**config.mk**
```make
export PLATFORM = sky130hd
export DESIGN_NAME = uart_tx_fifo
export DESIGN_NICKNAME = d
export VERILOG_FILES = /design/src/rtl/uart_tx_fifo_pkg.sv /design/src/rtl/uart_tx_fifo_sync_fifo.sv /design/src/rtl/uart_tx_fifo.sv
export SDC_FILE = /design/constraint.sdc
export NUM_CORES = 1
export LEC_CHECK = 0
export ABC_AREA = 1
export CORE_ASPECT_RATIO = 1.5
export CORE_UTILIZATION = 63
export CTS_CLUSTER_SIZE = 40
export DETAILED_ROUTE_END_ITERATION = 6
export DONT_BUFFER_PORTS = 1
export PLACE_DENSITY = 0.83
export SLEW_MARGIN = 5
export SYNTH_ARGS = -nofsm -noshare
export SYNTH_HDL_FRONTEND = slang
export SYNTH_SLANG_ARGS = --single-unit
```
**constraint.sdc**
```tcl
create_clock -name clk -period 2.75 [get_ports clk]
set_input_delay 0.275 -clock clk [delete_from_list [all_inputs] [get_ports clk]]
set_output_delay 0.275 -clock clk [all_outputs]
set_load 0.005 [all_outputs]
```
**src/rtl/uart_tx_fifo_pkg.sv**
```systemverilog
// Shared definitions for the UART transmit FIFO: drain FSM encoding and default depth.
package uart_tx_fifo_pkg;

  localparam int DEFAULT_DEPTH_LOG2 = 4;
  localparam int BYTE_W             = 8;

  typedef enum logic [1:0] {
    ST_IDLE      = 2'd0,
    ST_ISSUE     = 2'd1,
    ST_WAIT_BUSY = 2'd2,
    ST_WAIT_DONE = 2'd3
  } drain_state_t;

endpackage

```
**src/rtl/uart_tx_fifo_sync_fifo.sv**
```systemverilog
// Circular byte FIFO with occupancy count; full/empty are decoded from the count.
module sync_fifo
  import uart_tx_fifo_pkg::*;
#(
  parameter int DEPTH_LOG2 = DEFAULT_DEPTH_LOG2
) (
  input  logic                  clk,
  input  logic                  reset,
  input  logic                  i_wr_en,
  input  logic [BYTE_W-1:0]     i_wr_data,
  input  logic                  i_rd_en,
  output logic [BYTE_W-1:0]     o_rd_data,
  output logic [DEPTH_LOG2:0]   o_count,
  output logic                  o_full,
  output logic                  o_empty
);

  localparam int                DEPTH     = 1 << DEPTH_LOG2;
  localparam logic [DEPTH_LOG2:0] DEPTH_CNT = (DEPTH_LOG2 + 1)'(DEPTH);

  logic [BYTE_W-1:0]     r_mem [DEPTH];
  logic [DEPTH_LOG2-1:0] r_wr_ptr;
  logic [DEPTH_LOG2-1:0] r_rd_ptr;
  logic [DEPTH_LOG2:0]   r_count;
  logic                  w_push;
  logic                  w_pop;

  assign o_full    = (r_count == DEPTH_CNT);
  assign o_empty   = (r_count == '0);
  assign o_count   = r_count;
  assign o_rd_data = r_mem[r_rd_ptr];

  // A push while full is dropped even if a pop happens in the same cycle.
  assign w_push = i_wr_en && !o_full;
  assign w_pop  = i_rd_en && !o_empty;

  always_ff @(posedge clk) begin
    if (w_push) begin
      r_mem[r_wr_ptr] <= i_wr_data;
    end
  end

  always_ff @(posedge clk or posedge reset) begin
    if (reset) begin
      r_wr_ptr <= '0;
      r_rd_ptr <= '0;
      r_count  <= '0;
    end else begin
      if (w_push) begin
        r_wr_ptr <= r_wr_ptr + 1'b1;
      end
      if (w_pop) begin
        r_rd_ptr <= r_rd_ptr + 1'b1;
      end
      case ({w_push, w_pop})
        2'b10:   r_count <= r_count + 1'b1;
        2'b01:   r_count <= r_count - 1'b1;
        default: r_count <= r_count;
      endcase
    end
  end

endmodule

```
**src/rtl/uart_tx_fifo.sv**
```systemverilog
// Byte FIFO that drains into a UART transmitter with a one-cycle start strobe.
// Handshake: a byte is handed over when dataReady=1 (one cycle); the transmitter acknowledges by raising busy, then dropping it when done.
module uart_tx_fifo
  import uart_tx_fifo_pkg::*;
#(
  parameter int DEPTH_LOG2 = DEFAULT_DEPTH_LOG2
) (
  input  logic                clk,
  input  logic                reset,
  input  logic [BYTE_W-1:0]   wrData,
  input  logic                wrEn,
  output logic                full,
  output logic                empty,
  output logic [DEPTH_LOG2:0] count,
  output logic [BYTE_W-1:0]   data,
  output logic                dataReady,
  input  logic                busy,
  output drain_state_t        o_dbg_state
);

  drain_state_t      r_state;
  drain_state_t      w_next_state;
  logic              w_pop;
  logic [BYTE_W-1:0] w_head;
  logic [BYTE_W-1:0] r_data;
  logic              r_head_valid;

  sync_fifo #(
    .DEPTH_LOG2 (DEPTH_LOG2)
  ) u_fifo (
    .clk       (clk),
    .reset     (reset),
    .i_wr_en   (wrEn),
    .i_wr_data (wrData),
    .i_rd_en   (w_pop),
    .o_rd_data (w_head),
    .o_count   (count),
    .o_full    (full),
    .o_empty   (empty)
  );

  always_ff @(posedge clk or posedge reset) begin
    if (reset) begin
      r_state      <= ST_IDLE;
      r_data       <= '0;
      r_head_valid <= 1'b0;
    end else begin
      r_state      <= w_next_state;
      // Head is considered stable one cycle after the FIFO first reports data.
      r_head_valid <= !empty;
      if (w_pop) begin
        r_data <= w_head;
      end
    end
  end

  always_comb begin
    w_next_state = r_state;
    w_pop        = 1'b0;
    case (r_state)
      ST_IDLE: begin
        if (r_head_valid && !empty && !busy) begin
          w_pop        = 1'b1;
          w_next_state = ST_ISSUE;
        end
      end
      ST_ISSUE:     w_next_state = ST_WAIT_BUSY;
      ST_WAIT_BUSY: if (busy)  w_next_state = ST_WAIT_DONE;
      ST_WAIT_DONE: if (!busy) w_next_state = ST_IDLE;
      default:      w_next_state = ST_IDLE;
    endcase
  end

  assign dataReady   = (r_state == ST_ISSUE);
  assign data        = r_data;
  assign o_dbg_state = r_state;

endmodule

```
# Yosys cells after proc, flatten, opt, wreduce, memory -nomap -nowiden
# Memory sizes are Yosys's and may differ from the RTL's. A register that Yosys moved wholly into a read port is not among the register bits.
# Cells that the tools add are included.
[op_classes]
addsub = 4
n_eq_ne = 9
mux = 9
n_reduce_logical = 11
[op_table]
columns = ["cell", "count"]
rows = [
  ["5-bit case mux with 2 select lines", 1],
  ["4-bit by 1-bit adder with 4-bit output, second input constant", 2],
  ["2-bit case mux with 4 select lines", 1],
  ["2-bit equality test, second input constant", 3],
  ["2-bit 2-to-1 mux", 3],
  ["2-bit inequality test, second input constant", 3],
  ["5-bit by 1-bit adder with 5-bit output, second input constant", 1],
  ["5-bit equality test, second input constant", 1],
  ["5-bit zero test", 1],
  ["5-bit by 1-bit subtractor with 5-bit output, second input constant", 1],
  ["2-bit by 1-bit equality test with 1-bit output, second input constant", 2],
  ["1-bit logical AND", 4],
  ["1-bit 2-to-1 mux", 4],
  ["1-bit zero test", 3],
  ["3-bit AND reduction", 1],
  ["2-bit zero test", 1],
  ["2-bit nonzero test", 1],
]
[word_totals]
regBits = 16
ram_bits = 128
input_bits = 12
out_inout_bits = 18
memories = 1
[memory_table]
columns = ["memory", "depth", "width", "rd", "rd_clocked_by_memory_dff", "wr", "line", "rtl"]
rows = [
  ["u_fifo.r_mem", 16, 8, 1, 1, 1, "uart_tx_fifo_sync_fifo.sv:21", "logic [BYTE_W-1:0] r_mem [DEPTH];"],
]

# Depth between registers and ports, before layout
# Gate-level depths: netlist (run 1).
[depth]
ltp_word = 9
depth_mapped = 15

# Modules after synthesis
# A second synthesis (run 1) with hierarchy kept.
[unflattened]
cells_unflattened = 683
area_unflattened_um2 = 6761.5
[by_module_without_submodules]
columns = ["mod", "n_inst", "cells_each", "area_each_um2"]
rows = [
  ["sync_fifo", 1, 623, 6231.0],
  ["uart_tx_fifo", 1, 60, 530.5],
]

# Worst setup path before layout (run 1)
# OpenSTA, ideal clock, no wires.
[synth_timing]
kind = "register to register"
start = "register u_fifo.r_count[0], in the netlist u_fifo.o_count[0]"
end = "register u_fifo.r_count[4], in the netlist u_fifo.o_count[4]"
arrival_ns = 2.157
setup_slack_ns = 0.477
path_stages_with_launch = 15
path_buffers = 1
synth_period_minus_slack_ns = 2.273
path_cell_list = "dfrtp_1 > nor2_1 > nand4_1 > nand2_2 > buf_2 > ha_1 > inv_1 > fa_1 > inv_1 > nand2_1 > nand2_1 > a21oi_1 > xor2_1 > nand2_1 > nand2_1"
[synth_via]
elab_chain_len = 9
word_cells_on_any_way = 16
[synth_lines]
columns = ["item", "line", "rtl"]
rows = [
  ["start: declaration", "uart_tx_fifo_sync_fifo.sv:24", "logic [DEPTH_LOG2:0] r_count;"],
  ["start signal: assignment", "uart_tx_fifo_sync_fifo.sv:56", "2'b10: r_count <= r_count + 1'b1;"],
  ["start signal: assignment", "uart_tx_fifo_sync_fifo.sv:57", "2'b01: r_count <= r_count - 1'b1;"],
  ["start signal: assignment", "uart_tx_fifo_sync_fifo.sv:58", "default: r_count <= r_count;"],
  ["5-bit zero test", "uart_tx_fifo_sync_fifo.sv:29", "assign o_empty = (r_count == '0);"],
  ["1-bit zero test", "uart_tx_fifo_sync_fifo.sv:35, uart_tx_fifo.sv:62", ""],
  ["1-bit logical AND (2 in series)", "uart_tx_fifo.sv:62", "if (r_head_valid && !empty && !busy) begin"],
  ["1-bit 2-to-1 mux", "uart_tx_fifo.sv:62", ""],
  ["1-bit 2-to-1 mux", "uart_tx_fifo.sv:60", "case (r_state)"],
  ["1-bit logical AND", "uart_tx_fifo_sync_fifo.sv:35", "assign w_pop = i_rd_en && !o_empty;"],
  ["2-bit by 1-bit equality test with 1-bit output or 2-bit equality test (tied branches)", "uart_tx_fifo_sync_fifo.sv:55", "case ({w_push, w_pop})"],
  ["5-bit case mux with 2 select lines or 2-bit nonzero test (tied branches)", "n/a", ""],
]
# Several ways; a longest one is shown, not always the timed one.
# A chain may end at the register's enable or synchronous reset.

# Worst setup path in the final report (run 1)
[layout_timing]
start = "register r_state[0], in the netlist o_dbg_state[0]"
end = "register u_fifo.r_count[4], in the netlist u_fifo.o_count[4]"
[layout_via]
elab_chain_len = 5
word_cells_on_any_way = 7
[layout_lines]
columns = ["item", "line", "rtl"]
rows = [
  ["start: declaration", "uart_tx_fifo.sv:21", "drain_state_t r_state;"],
  ["start signal: assignment", "uart_tx_fifo.sv:48", "r_state <= w_next_state;"],
  ["2-bit zero test *", "uart_tx_fifo.sv:60", ""],
  ["1-bit 2-to-1 mux *", "uart_tx_fifo.sv:60", ""],
  ["1-bit logical AND *", "uart_tx_fifo_sync_fifo.sv:35", ""],
  ["2-bit by 1-bit equality test with 1-bit output or 2-bit equality test (tied branches)", "uart_tx_fifo_sync_fifo.sv:55", ""],
  ["5-bit case mux with 2 select lines or 2-bit nonzero test (tied branches)", "n/a", ""],
]
# Every way passes the cells marked *; elsewhere a longest branch is shown, timed or not.

==> results.yml, run 1 <==
status:
  status: "finished, final reports clean"
global_route:
  grt_pass1_wl_um: 23100
  overflow: 0
  grt_max_degree: 67
  antenna_found_initial: 0
  grt_usage_pct: 28.3
  gr-usage-met2_pct: 47.8
  grt_busiest_layer: "met2"
  use_met1_pct: 32.7
  grt_util_met3_pct: 6.14
  grt_pass1_vias: 4678
timing:
  maxSlewHeadroom_pct: 29.9
  fin_setup_tns_ns: 0
  timing.fmax_mhz: 394
  drv_slew: 0
  worst_slew_pin_slew_ns: 1.04
  timing.final.ws_setup_ns: 0.210
  fin_crit_ns: 2.54
  grt_setup_unrepaired: "no"
  finalCritPeriodShare_pct: 92.3
  skew_ns: 0.00894
  hold_violations: 0
  setup_viol: 0
cells_and_area:
  stdcell_count: 857
  nets: 727
  layout-drive-gt1-share_pct: 8.84
  final_cell_mix: "215 x nand2_1, 128 x edfxtp_1, 118 x inv_1"
  final_util_pct: 72.3
  antenna_cells: 0
  final_common_cell: "nand2_1"
  num-fill-cells: 692
  syn_to_final_growth_pct: 11.5
floorplanning:
  coreArea_sq_mm: 0.0106
  start_util_pct: 64.9
  die_h_um: 130
  rows: 46
  chipWidth_um: 87.3
  io_pins: 30
  die-area_sq_mm: 0.0113
power:
  clkPwrFrac_pct: 26.9
  ir_drop_uv: 687
  p_switching_mw: 2.97
  p_seq_share_pct: 39.4
  p_total_mw: 7.81
  p_per_area_mw_per_mm2: 1020
  p_leak_nw: 3.40
  p_comb_share_pct: 33.7
  p_sw_share_pct: 38.0
  internal_power_mw: 4.85
setup_path:
  path_class: "reg -> reg"
  start_kind: "register"
  r2r-start: "o_dbg_state[0]"
  reg2reg_slack_ns: 0.21
  rr_endpoint: "u_fifo.o_count[4]"
  required_ns: 3.06
  reg2reg_depth: 14
  endpoint_kind: "register"
  critical_path_peak_fanout: 13
  cp.arrival_ns: 2.85
cts:
  worstSkewPairLatency_ns: 0.42
  htree_levels: 4
  cts_tree: "done"
  cts_setup_buffers: 0
  cts-root-buf: "clkbuf_16"
  clk_path_buf_depth: 2
  clock-sinks: 152
  clkTransAtPathRegs_ns: 0.06
  cts_buffers: 17
routing:
  ant_nets: 0
  routed_wl_um: 14500
  drc: 0
  vias: 4692
  first_pass_iters: 6
  drtIter0Drc: 537
  routedWlPerCell_um: 16.9
  viasPerCell: 5.47
yosys:
  postSynthAreaPerCell_sq_um: 10.1
  synth_compound_area_share_pct: 0.856
  postSynthCellCount: 682
  syn-num-nets: 709
  synth_mux_area_share_pct: 0.146
  synth_top_family_by_area: "simple AND/OR/NAND/NOR gates"
  ys_types: 25
  yosys.area_share.simple_pct: 21.1
  synth_area_sq_mm: 0.00687
  yosysWarnings: 0
  synthAdderAreaFrac_pct: 2.84
  synthXorXnorAreaFrac_pct: 1.15
  ys_seq_area_share_pct: 64.7
  ys_ff_latch: 152
job:
  maxCapViolCount: 0
min_path:
  hp-class: "in -> reg"
  hold_end: "o_dbg_state[1]"
  worstHoldStart: "busy"
  hold_depth: 3
place:
  routabilityCongestion: 0.854
  dp_cells: 816
  post-place-ws_ns: 0.220
  portBuffers: 0
  dp_hpwl_um: 9220
per-stage QoR:
stage | hold WS (ns) | instance area [sq um]
4_1_cts | 0.109 | 7650
3_5_place_dp | 0.375 | 7020
2_1_floorplan | 0.290 | 6870
3_3_place_gp | 0.375 | 7020
6_report | 0.126 | 7660
5_1_grt | 0.144 | 7660
repair_timing:
item,in CTS,in global routing
hold endpoints to repair,152,0
endpoints found under the setup margin,0,1
resized for setup,0,1
hold buffers,9,0
state kept, by name, summed over array words and instances, names as in the netlist:
signal	count
o_dbg_state	2
r_head_valid	1
data	8
u_fifo.r_wr_ptr	4
u_fifo.r_mem	128
u_fifo.o_count	5
u_fifo.r_rd_ptr	4
cells in the mapped netlist:
cell type  instances  area, sq um
a21oi_1            2         10.0
a31oi_1            1         6.26
buf_2             17         85.1
buf_4              7         52.6
buf_6              2         22.5
clkbuf_1           2         7.51
dfrtp_1           24          601
edfxtp_1         128         3840
fa_1               1         20.0
ha_1              14          175
inv_1            118          443
inv_2              7         26.3
mux2i_1            1         10.0
nand2_1          215          807
nand2_2            2         12.5
nand3_1          100          500
nand4_1            1         6.26
nand4_2            2         25.0
nor2_1             8         30.0
nor3_1            13         65.1
o21ai_0            2         10.0
o21ai_1            5         25.0
o21bai_1           1         7.51
xnor2_1            3         26.3
xor2_1             6         52.6
cell families after synthesis:
family          count (synthesis)
mux                             1
buf+inv                       153
compound gates                 11
fa+ha+maj                      15
simple gates                  341
xor+xnor                        9
flops                         152
critical path: stages (launching register included):
cell and delay [ns]:
dfrtp_1 0.44, inv_1 0.13, ha_1 0.20, nand4_2 0.13, inv_2 0.23, ha_2 0.29
inv_1 0.08, fa_1 0.40, inv_1 0.07, nand2_1 0.06, nand2_1 0.06, a21oi_1 0.07
xor2_1 0.15, nand2_1 0.06, nand2_1 0.05
power by group through the flow:
stage	Sequential, mW	Combinational, mW	Clock, mW
4_1_cts	3.08	2.61	2.11
6_report	3.08	2.63	2.11
3_3_place_gp	3.10	2.41	0
2_1_floorplan	3.06	1.95	0
3_5_place_dp	3.12	2.52	0
5_1_grt	3.11	2.94	2.20
layout make-up:
cell class                      count  area (sq um)  area share (%)
Tap cell                          144           180            2.35
Clock buffer                       17           425            5.56
Clock inverter                     15           120            1.57
Timing Repair Buffer               27           225            2.94
Multi-Input combinational cell    377          1790            23.4
Sequential cell                   152          4450            58.1
Inverter                          125           469            6.13
how the worst max path moves through the flow:
stage	endpoint	cells past startpoint	startpoint	slack (ns)
after detailed placement	u_fifo.o_count[4]	14	o_dbg_state[0]	0.22
after global routing	u_fifo.o_count[4]	14	o_dbg_state[0]	0.06
after floorplan	u_fifo.o_count[4]	14	u_fifo.o_count[0]	0.48
after CTS	u_fifo.o_count[4]	14	o_dbg_state[0]	0.19
final	u_fifo.o_count[4]	14	o_dbg_state[0]	0.21
after global placement	u_fifo.o_count[4]	14	o_dbg_state[0]	0.36
per-layer routing:
| layer | share of wire, % | up-vias |
|---|---|---|
| met3 | 6.7 | 52 |
| met5 | 0 | - |
| met2 | 52 | 213 |
| met4 | 4.9 | 0 |
| li1 | - | 2219 |
| met1 | 36 | 2208 |
Note: power is estimated with default switching activity, not from simulation.
==> inputs of run 2 (changes only) <==
CELL_PAD_IN_SITES_DETAIL_PLACEMENT = 0   (was unset)
CELL_PAD_IN_SITES_GLOBAL_PLACEMENT = 1   (was unset)
CORE_UTILIZATION = 50   (was 63)
==> results.yml, run 2 (synthesized netlist as in run 1, its figures left out) <==
routing:
  routedWlPerCell_um: 16.7
  first_pass_iters: 5
  vias: 4453
  drc: 0
  viasPerCell: 5.08
  routed_wl_um: 14700
  drtIter0Drc: 301
  ant_nets: 0
cts:
  cts_buffers: 17
  hold_buffers: 9
  cts-root-buf: "clkbuf_16"
  cts_setup_buffers: 0
  htree_levels: 4
  clock-sinks: 152
  cts_tree: "done"
  cts_resized: 0
  clk_path_buf_depth: 2
  worstSkewPairLatency_ns: 0.42
  clkTransAtPathRegs_ns: 0.06
power:
  p_per_area_mw_per_mm2: 1020
  p_switching_mw: 2.91
  ir_drop_uv: 614
  p_comb_share_pct: 32.6
  p_leak_nw: 3.44
  internal_power_mw: 4.92
  p_total_mw: 7.83
  clkPwrFrac_pct: 27.5
  p_sw_share_pct: 37.1
  p_seq_share_pct: 39.9
min_path:
  worstHoldStart: "busy"
  hp-class: "in -> reg"
  hold_depth: 3
  hold_end: "o_dbg_state[1]"
floorplanning:
  start_util_pct: 51.0
  rows: 52
  die_h_um: 146
  io_pins: 30
  die-area_sq_mm: 0.0142
  coreArea_sq_mm: 0.0135
  chipWidth_um: 97.7
place:
  placed_cell_area_sq_mm: 0.00706
  dp_hpwl_um: 9520
  portBuffers: 0
  post-place-ws_ns: 0.249
  dp_cells: 835
  routabilityCongestion: 0.800
timing:
  timing.fmax_mhz: 395
  worst_slew_pin_slew_ns: 0.967
  hold_violations: 0
  timing.final.ws_setup_ns: 0.219
  fin_crit_ns: 2.53
  fin_setup_tns_ns: 0
  setup_viol: 0
  maxSlewHeadroom_pct: 35.4
  holdWs_ns: 0.124
  drv_slew: 0
  finalCritPeriodShare_pct: 92.0
  grt_setup_unrepaired: "no"
  skew_ns: 0.00994
cells_and_area:
  final-seq-area_sq_mm: 0.00445
  final_util_pct: 57.2
  syn_to_final_growth_pct: 12.2
  max_flop_register: "u_fifo.r_mem"
  fin_area_sq_mm: 0.00771
  multi_input_area_sq_mm: 0.00179
  stdcell_count: 877
  largest_reg_flops: 128
  layout-drive-gt1-share_pct: 8.54
  nets: 728
  final_cell_mix: "215 x nand2_1, 128 x edfxtp_1, 118 x inv_1"
  final_common_cell: "nand2_1"
  num-fill-cells: 1126
setup_path:
  required_ns: 3.06
  cp.arrival_ns: 2.84
  r2r-start: "o_dbg_state[0]"
  reg2reg_slack_ns: 0.22
  path_class: "reg -> reg"
  critical_path_peak_fanout: 13
  reg2reg_depth: 14
  rr_endpoint: "u_fifo.o_count[4]"
  endpoint_kind: "register"
  start_kind: "register"
global_route:
  grt_max_degree: 66
  grt_usage_pct: 22.1
  antenna_found_initial: 1
  grt_pass1_vias: 4461
  grt_pass1_wl_um: 23400
  overflow: 0
status:
  status: "finished, final reports clean"
job:
  maxCapViolCount: 0
==> run 2: cell type report <==
cell class,instances,share of cell area (%)
tap,162,2.63
clock inverter,15,1.67
timing repair buffer,28,3.18
clock buffer,17,5.52
sequential,152,57.7
multi-input combinational,377,23.2
inverter,125,6.09
antenna,1,0.0325
==> run 2: worst max path at each step <==
stage | from | to | slack (ns) | cells after the start
after floorplan | u_fifo.o_count[0] | u_fifo.o_count[4] | 0.48 | 14
after global placement | o_dbg_state[0] | u_fifo.o_count[4] | 0.35 | 14
after detailed placement | o_dbg_state[0] | u_fifo.o_count[4] | 0.25 | 14
after CTS | o_dbg_state[0] | u_fifo.o_count[4] | 0.23 | 14
after global routing | o_dbg_state[0] | u_fifo.o_count[4] | 0.02 | 14
final | o_dbg_state[0] | u_fifo.o_count[4] | 0.22 | 14
==> run 2: routing by layer <==
layer / vias to the layer above / GRT usage (%) / share of wire, %
li1: 2230 / - / -
met1: 2092 / 25.5 / 40
met2: 103 / 38.9 / 53
met3: 28 / 4.47 / 3.9
met4: 0 / 10.9 / 3.6
met5: - / 0 / 0
==> run 2: power by group through the flow <==
stage,Combinational [mW],Clock (mW),Sequential [mW]
3_5_place_dp,2.51,0,3.17
4_1_cts,2.57,2.18,3.13
6_report,2.55,2.15,3.13
2_1_floorplan,1.95,0,3.06
3_3_place_gp,2.44,0,3.15
5_1_grt,2.90,2.27,3.16
==> run 2: critical path, stage by stage (launching register included) <==
cell,delay (ns)
dfrtp_1,0.44
inv_1,0.12
ha_1,0.20
nand4_2,0.12
inv_2,0.20
ha_1,0.32
inv_1,0.09
fa_1,0.41
inv_1,0.07
nand2_1,0.06
nand2_1,0.06
a21oi_1,0.08
xor2_1,0.15
nand2_1,0.06
nand2_1,0.04
==> inputs of run 3 (changes only) <==
clock period = 2.95 ns   (was 2.75 ns; I/O delays follow)
==> results.yml, run 3 (synthesized netlist as in run 1, its figures left out) <==
cts:
  clock-sinks: 152
  cts-root-buf: "clkbuf_16"
  htree_levels: 4
  clk_path_buf_depth: 2
  cts_buffers: 17
  cts_tree: "done"
  clkTransAtPathRegs_ns: 0.06
  worstSkewPairLatency_ns: 0.42
setup_path:
  required_ns: 3.25
  reg2reg_slack_ns: 0.39
  start_kind: "register"
  setup.worst_path.start: "o_dbg_state[0]"
  r2r-start: "o_dbg_state[0]"
  critPathSlowestCell: "dfrtp_1"
  crit_family: "adder cells"
  path_buf_inv: 4
  cp.arrival_ns: 2.87
  critical_path_peak_fanout: 13
  crit_top_cell: "nand2_1"
  path_class: "reg -> reg"
  critPathMaxStageDelay_ns: 0.43
  endpoint_kind: "register"
  worstPathCellList: "inv_1, ha_1, nand4_2, inv_2, ha_1, inv_1, fa_1, inv_1, nand2_1, nand2_1, a21oi_1, xor2_1, nand2_1, nand2_1"
place:
  portBuffers: 0
  dp_cells: 833
  post-place-ws_ns: 0.414
  dp_hpwl_um: 9610
  routabilityCongestion: 0.819
  placed_cell_area_sq_mm: 0.00703
cells_and_area:
  max_flop_register: "u_fifo.r_mem"
  final_cell_mix: "215 x nand2_1, 128 x edfxtp_1, 118 x inv_1"
  antenna_cells: 0
  layout-drive-gt1-share_pct: 8.30
  fin_area_sq_mm: 0.00772
  final_common_cell: "nand2_1"
  num-fill-cells: 1133
  final_util_pct: 57.3
  nets: 725
  stdcell_count: 873
  syn_to_final_growth_pct: 12.3
  largest_reg_flops: 128
status:
  violations: "negative hold slack"
  status: "finished, violations left"
timing:
  maxSlewHeadroom_pct: 32.9
  timing.fmax_mhz: 390
  setup_viol: 0
  skew_ns: 0.00906
  grt_setup_unrepaired: "no"
  hold_violations: 24
  holdWs_ns: -0.0120
  drv_slew: 0
  finalCritPeriodShare_pct: 86.9
  fin_crit_ns: 2.56
  timing.final.ws_setup_ns: 0.386
  fin_setup_tns_ns: 0
  worst_slew_pin_slew_ns: 0.998
routing:
  routed_wl_um: 14800
  routedWlPerCell_um: 16.9
  viasPerCell: 5.16
  drc: 0
  vias: 4508
  ant_nets: 0
  first_pass_iters: 4
  drtIter0Drc: 281
power:
  p_per_area_mw_per_mm2: 964
  p_leak_nw: 3.45
  ir_drop_uv: 666
  p_total_mw: 7.44
floorplanning:
  die_h_um: 146
  rows: 52
  coreArea_sq_mm: 0.0135
  chipWidth_um: 97.7
  io_pins: 30
  start_util_pct: 51.0
  die-area_sq_mm: 0.0142
job:
  maxCapViolCount: 0
global_route:
  grt_max_degree: 67
  antenna_found_initial: 0
  grt_usage_pct: 22.1
  grt_pass1_vias: 4491
  overflow: 0
  grt_pass1_wl_um: 23200
min_path:
  hp-class: "in -> async"
run 3: cell types whose count changed in the layout (fill, tap and decap cells not counted):
cell / change
buf_12: -1
buf_4: -1
bufinv_16: +2
diode_2: -1
dlygate4sd3_1: -1
clkinvlp_4: -2
clkinv_2: -1
clkinv_4: +1
run 3: worst register-to-register path, stage by stage (launching register included):
cell and delay, ns:
dfrtp_1 0.43, inv_1 0.13, ha_1 0.20, nand4_2 0.12, inv_2 0.22, ha_1 0.32
inv_1 0.08, fa_1 0.40, inv_1 0.07, nand2_1 0.06, nand2_1 0.08, a21oi_1 0.07
xor2_1 0.15, nand2_1 0.07, nand2_1 0.05
run 3: cell type report:
cell class / instances / area (sq um) / area share [%]
timing repair buffer: 25 / 208 / 2.69
clock inverter: 15 / 178 / 2.30
sequential: 152 / 4450 / 57.6
clock buffer: 17 / 425 / 5.51
multi-input combinational: 377 / 1790 / 23.2
inverter: 125 / 469 / 6.08
tap: 162 / 203 / 2.63
run 3: final timing paths:
kind                                 endpoint  cells after the start
max                         u_fifo.o_count[4]                     14
min                            o_dbg_state[1]                      1
max reg2reg                 u_fifo.o_count[4]                     14
min reg2reg                           data[3]                      2
max in group asynchronous  u_fifo.r_rd_ptr[0]                      1
min in group clk               o_dbg_state[1]                      3
run 3: timing repair:
action / 4_1_cts / 5_1_grt
endpoints found under the hold margin: 128 / 0
gates resized for setup: 0 / 0
setup buffers: 0 / 0
hold buffers: 8 / 0
run 3: per-layer routing:
metal  up-vias  global-route usage, %  routed length (um)
met5         -                      0                   0
met4         0                   15.8                 761
met3        43                   3.60                 591
met2       120                   38.9                7730
met1      2123                   24.1                5700
li1       2222                      -                   -
run 3: where the power goes:
group | switching (mW) | internal [mW] | leakage (nW) | total [mW]
sequential | 0.198 | 2.67 | 1.45 | 2.87
combinational | 1.65 | 0.734 | 1.71 | 2.39
clock | 0.851 | 1.33 | 0.297 | 2.18
